--- src/rtl/spi_host_regs.sv ---
`default_nettype none
// ============================================================================
// Module   : spi_host_regs
// Brief    : SPI host register block with CTRL/STATUS and TX/RX byte FIFOs.
//            Optional interrupt logic enabled by SPI_HOST_REGS_IRQ_EN.
// Revision : 1.0
// ============================================================================
module spi_host_regs #(
  parameter int  RegAw     = 6,
  parameter int  FifoDepth = 8,
  localparam int LW        = $clog2(FifoDepth) + 1
) (
  input  logic             clk_i,
  input  logic             rst_i,
  input  logic             re_i,
  input  logic             we_i,
  input  logic [RegAw-1:0] addr_i,
  input  logic [31:0]      wdata_i,
  input  logic [3:0]       be_i,
  output logic             busy_o,
  output logic [31:0]      rdata_o,
  output logic             error_o,
  output logic             tx_valid_o,
  input  logic             tx_ready_i,
  output logic [7:0]       tx_data_o,
  input  logic             rx_valid_i,
  input  logic [7:0]       rx_data_i,
  input  logic             core_busy_i,
  output logic             cfg_en_o,
  output logic             cfg_cpol_o,
  output logic             cfg_cpha_o,
  output logic [7:0]       cfg_clkdiv_o,
  output logic             irq_o
);

  localparam int PW = $clog2(FifoDepth);
  localparam logic [LW-1:0]    c_FULL      = LW'(FifoDepth);
  localparam logic [RegAw-1:0] c_ADDR_CTRL = RegAw'(32'h00);
  localparam logic [RegAw-1:0] c_ADDR_STAT = RegAw'(32'h04);
  localparam logic [RegAw-1:0] c_ADDR_TXD  = RegAw'(32'h08);
  localparam logic [RegAw-1:0] c_ADDR_RXD  = RegAw'(32'h0C);
  localparam logic [RegAw-1:0] c_ADDR_INTR = RegAw'(32'h10);

  logic [7:0]    r_tx_mem [FifoDepth];
  logic [7:0]    r_rx_mem [FifoDepth];
  logic [PW-1:0] r_tx_wptr, r_tx_rptr, r_rx_wptr, r_rx_rptr;
  logic [LW-1:0] r_tx_level, r_rx_level;
  logic          r_rx_ovf;
  logic [2:0]    r_mode;
  logic [7:0]    r_clkdiv;

  logic w_sel_ctrl, w_sel_stat, w_sel_txd, w_sel_rxd, w_sel_intr, w_mapped;
  logic w_tx_full, w_tx_empty, w_rx_full, w_rx_empty;
  logic w_tx_push, w_tx_pop, w_rx_push, w_rx_pop, w_rx_drop, w_ovf_clr, w_ovf_nxt;
  logic [LW-1:0] w_tx_level_nxt, w_rx_level_nxt;
  logic [31:0]   w_status, w_intr_rdata;
  logic          w_unused;

  assign w_sel_ctrl = (addr_i == c_ADDR_CTRL);
  assign w_sel_stat = (addr_i == c_ADDR_STAT);
  assign w_sel_txd  = (addr_i == c_ADDR_TXD);
  assign w_sel_rxd  = (addr_i == c_ADDR_RXD);
  assign w_mapped   = w_sel_ctrl | w_sel_stat | w_sel_txd | w_sel_rxd | w_sel_intr;

  assign w_tx_full  = (r_tx_level == c_FULL);
  assign w_tx_empty = (r_tx_level == '0);
  assign w_rx_full  = (r_rx_level == c_FULL);
  assign w_rx_empty = (r_rx_level == '0);

  // Errored accesses are excluded from every state-changing strobe below.
  assign w_tx_push = we_i & w_sel_txd & be_i[0] & ~w_tx_full;
  assign w_tx_pop  = ~w_tx_empty & tx_ready_i;
  assign w_rx_pop  = re_i & w_sel_rxd & ~w_rx_empty;
  assign w_rx_push = rx_valid_i & (~w_rx_full | w_rx_pop);
  assign w_rx_drop = rx_valid_i & w_rx_full & ~w_rx_pop;
  assign w_ovf_clr = we_i & w_sel_stat & be_i[3] & wdata_i[24];
  assign w_ovf_nxt = w_rx_drop | (r_rx_ovf & ~w_ovf_clr);

  assign w_tx_level_nxt = r_tx_level + LW'(w_tx_push) - LW'(w_tx_pop);
  assign w_rx_level_nxt = r_rx_level + LW'(w_rx_push) - LW'(w_rx_pop);

  assign busy_o  = w_sel_txd & w_tx_full;
  assign error_o = (re_i & (~w_mapped | (w_sel_rxd & w_rx_empty)))
                 | (we_i & (~w_mapped | w_sel_rxd | (w_sel_txd & w_tx_full)));

  assign tx_valid_o   = ~w_tx_empty;
  assign tx_data_o    = w_tx_empty ? 8'h00 : r_tx_mem[r_tx_rptr];
  assign cfg_en_o     = r_mode[0];
  assign cfg_cpol_o   = r_mode[1];
  assign cfg_cpha_o   = r_mode[2];
  assign cfg_clkdiv_o = r_clkdiv;
  assign w_unused     = ^{wdata_i, be_i};

  always_ff @(posedge clk_i) begin
    if (w_tx_push) r_tx_mem[r_tx_wptr] <= wdata_i[7:0];
    if (w_rx_push) r_rx_mem[r_rx_wptr] <= rx_data_i;
  end

  always_ff @(posedge clk_i) begin
    if (rst_i) begin
      r_tx_wptr  <= '0;
      r_tx_rptr  <= '0;
      r_rx_wptr  <= '0;
      r_rx_rptr  <= '0;
      r_tx_level <= '0;
      r_rx_level <= '0;
      r_rx_ovf   <= 1'b0;
      r_mode     <= 3'b000;
      r_clkdiv   <= 8'h00;
    end else begin
      if (w_tx_push) r_tx_wptr <= r_tx_wptr + PW'(1);
      if (w_tx_pop)  r_tx_rptr <= r_tx_rptr + PW'(1);
      if (w_rx_push) r_rx_wptr <= r_rx_wptr + PW'(1);
      if (w_rx_pop)  r_rx_rptr <= r_rx_rptr + PW'(1);
      r_tx_level <= w_tx_level_nxt;
      r_rx_level <= w_rx_level_nxt;
      r_rx_ovf   <= w_ovf_nxt;
      if (we_i & w_sel_ctrl & be_i[0]) r_mode   <= wdata_i[2:0];
      if (we_i & w_sel_ctrl & be_i[1]) r_clkdiv <= wdata_i[15:8];
    end
  end

  always_comb begin
    w_status         = '0;
    w_status[0]      = w_tx_full;
    w_status[1]      = w_tx_empty;
    w_status[2]      = w_rx_full;
    w_status[3]      = w_rx_empty;
    w_status[4]      = core_busy_i;
    w_status[8+:LW]  = r_tx_level;
    w_status[16+:LW] = r_rx_level;
    w_status[24]     = r_rx_ovf;
  end

  always_comb begin
    rdata_o = '0;
    if (w_sel_ctrl)                   rdata_o = {16'h0000, r_clkdiv, 5'b00000, r_mode};
    else if (w_sel_stat)              rdata_o = w_status;
    else if (w_sel_rxd && !w_rx_empty) rdata_o = {24'h000000, r_rx_mem[r_rx_rptr]};
    else if (w_sel_intr)              rdata_o = w_intr_rdata;
  end

`ifdef SPI_HOST_REGS_IRQ_EN
  logic          r_rx_ie, r_ovf_ie, r_irq;
  logic [LW-1:0] r_rx_wm;
  logic          w_intr_we, w_rx_ie_nxt, w_ovf_ie_nxt, w_irq_nxt;
  logic [LW-1:0] w_rx_wm_nxt;

  assign w_sel_intr   = (addr_i == c_ADDR_INTR);
  assign w_intr_we    = we_i & w_sel_intr;
  assign w_rx_ie_nxt  = (w_intr_we & be_i[0]) ? wdata_i[0]    : r_rx_ie;
  assign w_ovf_ie_nxt = (w_intr_we & be_i[0]) ? wdata_i[1]    : r_ovf_ie;
  assign w_rx_wm_nxt  = (w_intr_we & be_i[1]) ? wdata_i[8+:LW] : r_rx_wm;
  // Evaluated on next-state values so irq_o tracks the registers it is derived from.
  assign w_irq_nxt = (w_rx_ie_nxt & (w_rx_level_nxt >= w_rx_wm_nxt) & (w_rx_wm_nxt != '0))
                   | (w_ovf_ie_nxt & w_ovf_nxt);
  assign irq_o = r_irq;

  always_comb begin
    w_intr_rdata        = '0;
    w_intr_rdata[0]     = r_rx_ie;
    w_intr_rdata[1]     = r_ovf_ie;
    w_intr_rdata[8+:LW] = r_rx_wm;
  end

  always_ff @(posedge clk_i) begin
    if (rst_i) begin
      r_rx_ie  <= 1'b0;
      r_ovf_ie <= 1'b0;
      r_rx_wm  <= '0;
      r_irq    <= 1'b0;
    end else begin
      r_rx_ie  <= w_rx_ie_nxt;
      r_ovf_ie <= w_ovf_ie_nxt;
      r_rx_wm  <= w_rx_wm_nxt;
      r_irq    <= w_irq_nxt;
    end
  end
`else
  assign w_sel_intr   = 1'b0;
  assign w_intr_rdata = '0;
  assign irq_o        = 1'b0;
`endif

endmodule
`default_nettype wire
--- config.mk ---
export PLATFORM = sky130hd
export DESIGN_NAME = spi_host_regs
export DESIGN_NICKNAME = d
export VERILOG_FILES = /design/src/rtl/spi_host_regs.sv
export SDC_FILE = /design/constraint.sdc
export NUM_CORES = 1
export LEC_CHECK = 0
export CAP_MARGIN = 20
export CORE_MARGIN = 8
export CORE_UTILIZATION = 35
export DETAILED_ROUTE_END_ITERATION = 10
export PLACE_DENSITY_LB_ADDON = 0.12
export SYNTH_ARGS = -nofsm -noshare
export SYNTH_HDL_FRONTEND = slang
export SYNTH_SLANG_ARGS = --single-unit
--- constraint.sdc ---
create_clock -name clk_i -period 9.6 [get_ports clk_i]
set_input_delay 2.4 -clock clk_i [delete_from_list [all_inputs] [get_ports clk_i]]
set_output_delay 2.4 -clock clk_i [all_outputs]
set_load 0.02 [all_outputs]
==> reports/results.md, run 1 <==
| Item | This run | Unit |
| --- | --- | --- |
| Final setup violation count | 0 | - |
| Period minus WS final | 7.76 | ns |
| Share of cells above drive strength 1 | 15.8 | % |
| Most common library cell in the layout ignoring fill and taps | edfxtp_1 | - |
| Crit share post-route | 80.8 | % |
| Data arrival, critical path | 5.36 | ns |
| Number of failing hold endpoints at the final stage | 0 | - |
| Die width | 157 | um |
| Transition time at the pin with the least slew margin | 1.03 | ns |
| Max frequency | 129 | MHz |
| Initial antenna violation count | 0 | - |
| Worst endpoint required time | 7.20 | ns |
| Number of nets in the layout | 620 | - |
| Number of different library cells in the post-synthesis netlist | 47 | - |
| Syn. warnings | 0 | - |
| Leakage component of the power | 2.84 | nW |
| Max Cap Viol | 0 | - |
| CTS tree | done | - |
| Highest ir drop seen on vdd | 0.146 | mV |
| Number of synthesized flops with an enable pin | 128 | - |
| Cts hold-fix bufs | 0 | - |
| Primary flip-flop cell chosen by synthesis mapping | edfxtp_1 | - |
| Vias | 3,936 | - |
| Kind of launch point of the worst setup path | input port | - |
| Count of state elements after synthesis | 166 | - |
| Detailed-route wire length | 15,500 | um |
| TritonRoute pass-1 iters | 4 | - |
| I/O pin total | 112 | - |
| Setup repair after global routing missed its margin | false | - |
| Series of cell instances along the critical path | clkdlybuf4s50_1 -> or4_1 -> nor3b_2 -> inv_1 -> o21ai_0 -> clkdlybuf4s50_1 | - |
| Maximum fanout along the worst path | 9 | - |
| Share of the synthesized area in the top cell type | 54.9 | % |
| Iteration-0 DRC Markers | 136 | - |
| Leading cell types by total area after synthesis | edfxtp_1 (55%), dfxtp_1 (11%), mux4_2 (10%) | - |
| Number of cells upsized or downsized after cts | 0 | - |
| Number of placement rows | 51 | - |
| Ant diodes | 0 | - |
| Global-route wire length before repair | 24,000 | um |
| Remaining max-slew budget at the tightest pin | 31.2 | % |
| Placed wire-length estimate after detailed placement | 10,600 | um |
| Post-CTS Setup Inserts | 0 | - |
| Post-synth top area cell | edfxtp_1 | - |
| Die Outline Area | 0.0248 | mm^2 |
| Area grow syn2layout | 24.5 | % |
| CTS buffer count | 17 | - |
| Count of unresolved DRC violations after routing | 0 | - |
| Antenna-violating nets left | 0 | - |
| GPL Wtd Cong | 0.721 | - |
| Endpoint class of the critical path | output pin | - |
| Number of port buffers | 83 | - |
| Clock slew at reported path FFs | 0.07 | ns |
| Slowest CP cell | or4_1 | - |
| Post-detailed-route via-to-cell ratio | 4.78 | - |
| Most used cells in the layout excluding fill and tap cells | edfxtp_1 (128), clkdlybuf4s50_1 (83), nor2_1 (48) | - |
| Cell count after synthesis | 457 | - |
| Core Util, Final | 44.6 | % |
| Maximum number of pins on one net before global-route repair | 36 | - |
| Setup skew after layout | 0.0125 | ns |
| Maximum level of the CTS H-tree | 4 | - |
| Worst hold-check path type | flip-flop to flip-flop | - |
| Number of buffers on the longest clock path | 2 | - |
| Cell area after synthesis | 0.00700 | mm^2 |
| Power Density | 219 | mW/mm^2 |
| Total congestion overflow after global routing | 0 | - |
| Via count of the first global-routing pass | 4,149 | - |
| Most common cell type on the critical path | clkdlybuf4s50_1 | - |
| Average wire per cell in the routed design | 18.9 | um |
| Setup Total Neg Slack | 0 | ns |
| Proportion of synthesized flip-flops having asynchronous set or reset | 0 | % |
| Count of clock tree sinks | 166 | - |
| Clock latency of the later-clocked register in the worst-skew pair | 0.42 | ns |
| Standard cell core area | 0.0195 | mm^2 |
| Final-report max-slew violation count | 0 | - |
| Run status | finished, final reports clean | - |
| Starting utilization of the core area | 35.8 | % |
| Slowest Stage Delay on Critical Path | 0.76 | ns |
| Sequential fraction of the synthesis area | 65.8 | % |
| Root Buffer Master | clkbuf_16 | - |
| Post-synthesis area per instance | 15.3 | um^2 |
| Critical setup path kind | input port to output pin | - |
| Global Route Usage Sum | 13.3 | % |
| Vert. Die Dim | 157 | um |
[synth_stat cells (all sizes together) (4+ instances only)]
cell	instances
xor2	5
dfxtp	38
and2	7
inv	25
a21oi	16
nor3	7
nand2b	5
nor2	48
edfxtp	128
ha	16
nor4	4
nand2	14
mux4	32
o21ai	7
buf	20
nor4b	4
nand3	5
clkbuf	13
mux2i	25
[path summary, 6_finish.rpt]
kind / start / to / slack [ns] / cells after the start
min: r_rx_rptr[2]$_SDFFE_PP0P_ / r_rx_rptr[2]$_SDFFE_PP0P_ / 0.49 / 2
min reg2reg: r_rx_rptr[2]$_SDFFE_PP0P_ / r_rx_rptr[2]$_SDFFE_PP0P_ / 0.49 / 2
max reg2reg: r_rx_level[2]$_SDFF_PP0_ / r_rx_level[3]$_SDFF_PP0_ / 6.41 / 12
max: addr_i[5] / rdata_o[11] / 1.84 / 6
[state kept, by name (all words and copies together) (netlist names), named ones only]
signal	flops
cfg_clkdiv_o	8
r_mode	3
r_rx_level	4
r_rx_mem	64
r_rx_ovf	1
r_rx_rptr	3
r_rx_wptr	3
r_tx_level	4
r_tx_mem	64
r_tx_rptr	3
r_tx_wptr	3
[final cells by class]
class / instances / area [um^2]
Clock buffer: 17 / 425
Clock inverter: 15 / 168
Fill cell: 1798 / 10800
Inverter: 25 / 93.8
Multi-Input combinational cell: 244 / 2190
Sequential cell: 166 / 4600
Tap cell: 265 / 332
Timing Repair Buffer: 91 / 891
[critical path, delay by kind of cell]
| family | cells | cell delay, ns |
|---|---|---|
| and+or+nand+nor | 2 | 1.34 |
| AOI/OAI and AO/OA | 1 | 0.24 |
| buffers and inverters | 3 | 1.37 |
[routing by layer]
metal	GRT usage (%)	share of wire (%)
met3	3.40	4.0
met2	23.4	52
met1	15.3	42
met5	0	0
met4	5.03	1.9
[power by group]
part	switching, mW	leakage (nW)	internal [mW]
clock network	0.295	0.279	0.389
logic	0.197	1.09	0.187
registers	0.0279	1.46	0.807
[cell families (layout without fill, tap and decap cells)]
family	count (synthesis)	count (layout)	share of synthesized area, %
adders and majority gates	18	18	3.43
muxes	60	60	14.4
and+or+nand+nor	111	111	8.44
other	1	12	0.0536
buffers and inverters	58	148	3.90
AOI/OAI and AO/OA	35	35	2.99
xor gates and xnor gates	8	8	1.00
DFF	166	166	65.8
[per-stage QoR]
step	instances	instance area, um^2	total power, mW	setup slack, ns	hold slack, ns
floorplan	468	7040	1.10	3.00	0.454
global placement	790	8110	1.23	1.78	0.464
detailed placement	790	8110	1.24	1.74	0.482
CTS	822	8700	1.93	1.75	0.498
global route	823	8710	1.99	1.68	0.517
finish	823	8710	1.90	1.84	0.490
Note: power is estimated with default switching activity, not from simulation.
==> inputs of run 2 (changes only) <==
==> constraint.sdc (replaced) <==
create_clock -name clk_i -period 6.5 [get_ports clk_i]
set_input_delay 1.625 -clock clk_i [delete_from_list [all_inputs] [get_ports clk_i]]
set_output_delay 1.625 -clock clk_i [all_outputs]
set_load 0.02 [all_outputs]
==> reports/results.md, run 2 (synthesis gave the netlist of run 1 again) <==
| Item | This run | Unit | vs previous |
| --- | --- | --- | --- |
| Run status | finished, final reports clean | - | unchanged |
| Worst hold-check path type | flip-flop to flip-flop | - | unchanged |
| GPL Wtd Cong | 0.709 | - | was 0.721 |
| Most used cells in the layout excluding fill and tap cells | edfxtp_1 (128), clkdlybuf4s50_1 (83), nor2_1 (48) | - | unchanged |
| Count of unresolved DRC violations after routing | 0 | - | unchanged |
| Root Buffer Master | clkbuf_16 | - | unchanged |
| Uppermost routed layer | met4 | - | unchanged |
| CTS buffer count | 17 | - | unchanged |
| Area grow syn2layout | 25.2 | % | was 24.5% |
| Leakage component of the power | 2.88 | nW | was 2.84 nW |
| Data arrival, critical path | 4.23 | ns | was 5.36 ns |
| Crit share post-route | 90.1 | % |  |
| Die Outline Area | 0.0248 | mm^2 | unchanged |
| Number of placement rows | 51 | - | unchanged |
| Power Density | 322 | mW/mm^2 | was 219 mW/mm^2 |
| Critical setup path kind | input port to output pin | - | unchanged |
| Number of port buffers | 83 | - | unchanged |
| Routed met2 length | 7920 | um | was 8060 um |
| Kind of launch point of the worst setup path | input port | - | unchanged |
| Antenna-violating nets left | 0 | - | unchanged |
| Post-CTS Setup Inserts | 0 | - | unchanged |
| Global-route wire length before repair | 23,700 | um | was 24,000 um |
| Via count of the first global-routing pass | 4,096 | - | was 4,149 |
| Highest ir drop seen on vdd | 0.248 | mV | was 0.146 mV |
| Remaining max-slew budget at the tightest pin | 34.1 | % | was 31.2% |
| Count of clock tree sinks | 166 | - | unchanged |
| Share of cells above drive strength 1 | 16.2 | % | was 15.8% |
| Number of cells upsized or downsized after cts | 0 | - | unchanged |
| Clock slew at reported path FFs | 0.07 | ns | about the same |
| Clock latency of the later-clocked register in the worst-skew pair | 0.43 | ns | was 0.42 ns |
| Final critical-path setup slack | 0.642 | ns | was 1.84 ns |
| Internal Dissipation | 2.02 | mW | was 1.38 mW |
| Initial antenna violation count | 0 | - | unchanged |
| Worst setup slack for register-to-register paths | 3.34 | ns | was 6.41 ns |
| Maximum level of the CTS H-tree | 4 | - | unchanged |
| Average wire per cell in the routed design | 18.5 | um | was 18.9 um |
| Portion of total power attributed to combinational logic | 20.2 | % | about the same |
| Vert. Die Dim | 157 | um | unchanged |
| Final-report max-slew violation count | 0 | - | unchanged |
| Number of failing hold endpoints at the final stage | 0 | - | unchanged |
| Most common library cell in the layout ignoring fill and taps | edfxtp_1 | - | unchanged |
| Iteration-0 DRC Markers | 153 | - | was 136 |
| Period minus WS final | 5.86 | ns |  |
| Number of nets in the layout | 623 | - | was 620 |
| Transition time at the pin with the least slew margin | 0.986 | ns | was 1.03 ns |
| Max Cap Viol | 0 | - | unchanged |
| Setup Total Neg Slack | 0 | ns | unchanged |
| Setup repair after global routing missed its margin | false | - | unchanged |
| Flop pwr share | 43.7 | % | was 43.9% |
| Maximum number of pins on one net before global-route repair | 21 | - | was 36 |
| Final setup violation count | 0 | - | unchanged |
| TritonRoute pass-1 iters | 4 | - | unchanged |
| Post-detailed-route via-to-cell ratio | 4.69 | - | was 4.78 |
| Endpoint class of the critical path | output pin | - | unchanged |
| Setup skew after layout | 0.0143 | ns | was 0.0125 ns |
| Met3 WL | 693 | um | was 626 um |
| Switch share | 28.3 | % | was 27.3% |
| Standard cell core area | 0.0195 | mm^2 | unchanged |
| Part of the power in the clock network | 36.0 | % | was 35.9% |
| Vias | 3,878 | - | was 3,936 |
| Cts hold-fix bufs | 0 | - | unchanged |
| I/O pin total | 112 | - | unchanged |
| Maximum fanout along the worst path | 9 | - | unchanged |
| CTS tree | done | - | unchanged |
| Placed wire-length estimate after detailed placement | 10,500 | um | was 10,600 um |
| Detailed-route wire length | 15,300 | um | was 15,500 um |
| Met1 Routed Length | 6520 | um | was 6560 um |
| Sw Pwr | 0.797 | mW | was 0.519 mW |
| Worst endpoint required time | 4.88 | ns | was 7.20 ns |
| Global Route Usage Sum | 13.0 | % | was 13.3% |
| Die width | 157 | um | unchanged |
| Ant diodes | 0 | - | unchanged |
| Total congestion overflow after global routing | 0 | - | unchanged |
| Pre-CTS setup slack | 0.664 | ns | was 1.74 ns |
| Number of buffers on the longest clock path | 2 | - | unchanged |
| Starting utilization of the core area | 35.8 | % | unchanged |
| Max frequency | 171 | MHz |  |
-- run 2: cell types whose count changed in the layout (fill, tap and decap cells not counted), sizes merged --
cell,previous run,this run
bufinv,2,1
clkinvlp,4,0
inv,31,36
clkbuf,18,17
buf,7,11
-- run 2: cell type report --
| type | instances | area [um^2] |
|---|---|---|
| well taps | 265 | 332 |
| flip-flops and latches | 166 | 4600 |
| inverters | 25 | 93.8 |
| repair buffers | 94 | 933 |
| multi-input cells | 244 | 2190 |
| clock inverters | 15 | 175 |
| clock buffers | 17 | 425 |
| fillers | 1782 | 10800 |
-- run 2: power groups by stage --
stage | Combinational (mW) | Sequential, mW | Clock [mW]
final | 0.570 | 1.23 | 1.02
after global routing | 0.633 | 1.24 | 1.08
after CTS | 0.583 | 1.23 | 1.04
after detailed placement | 0.582 | 1.26 | 0
after global placement | 0.569 | 1.25 | 0
after floorplan | 0.388 | 1.23 | 0
-- run 2: worst paths after layout --
| kind | start | endpoint | cells after the start |
|---|---|---|---|
| worst min-delay path | r_rx_rptr[2]$_SDFFE_PP0P_ | flip-flop | 2 |
| worst min register to register | r_rx_rptr[2]$_SDFFE_PP0P_ | flip-flop | 2 |
| worst max-delay path | addr_i[5] | rdata_o[11] | 7 |
| worst max register to register | r_rx_level[2]$_SDFF_PP0_ | r_rx_level[2]$_SDFF_PP0_ | 12 |
-- run 2: worst max-delay path: stages --
cell and delay (ns):
clkdlybuf4s50_1 0.41, or4_1 0.77, nor3b_2 0.23, buf_4 0.18, inv_1 0.15, o21ai_0 0.21, clkdlybuf4s50_1 0.65
-- run 2: through the flow --
step                std cells  util (%)  total power [mW]  instance area (um^2)  hold WS, ns
global route              826      44.8              2.95                  8760        0.505
floorplan                 468         -              1.62                  7040        0.454
CTS                       825      44.7              2.86                  8730        0.496
finish                    826      44.8              2.82                  8760        0.488
global placement          793      41.6              1.82                  8130        0.464
detailed placement        793      41.6              1.84                  8130        0.480
-- run 2: routing by layer --
layer	up-vias	GRT usage, %
met1	1921	15.0
met4	0	4.58
met3	11	3.15
met2	69	23.3
met5	-	0
li1	1877	-
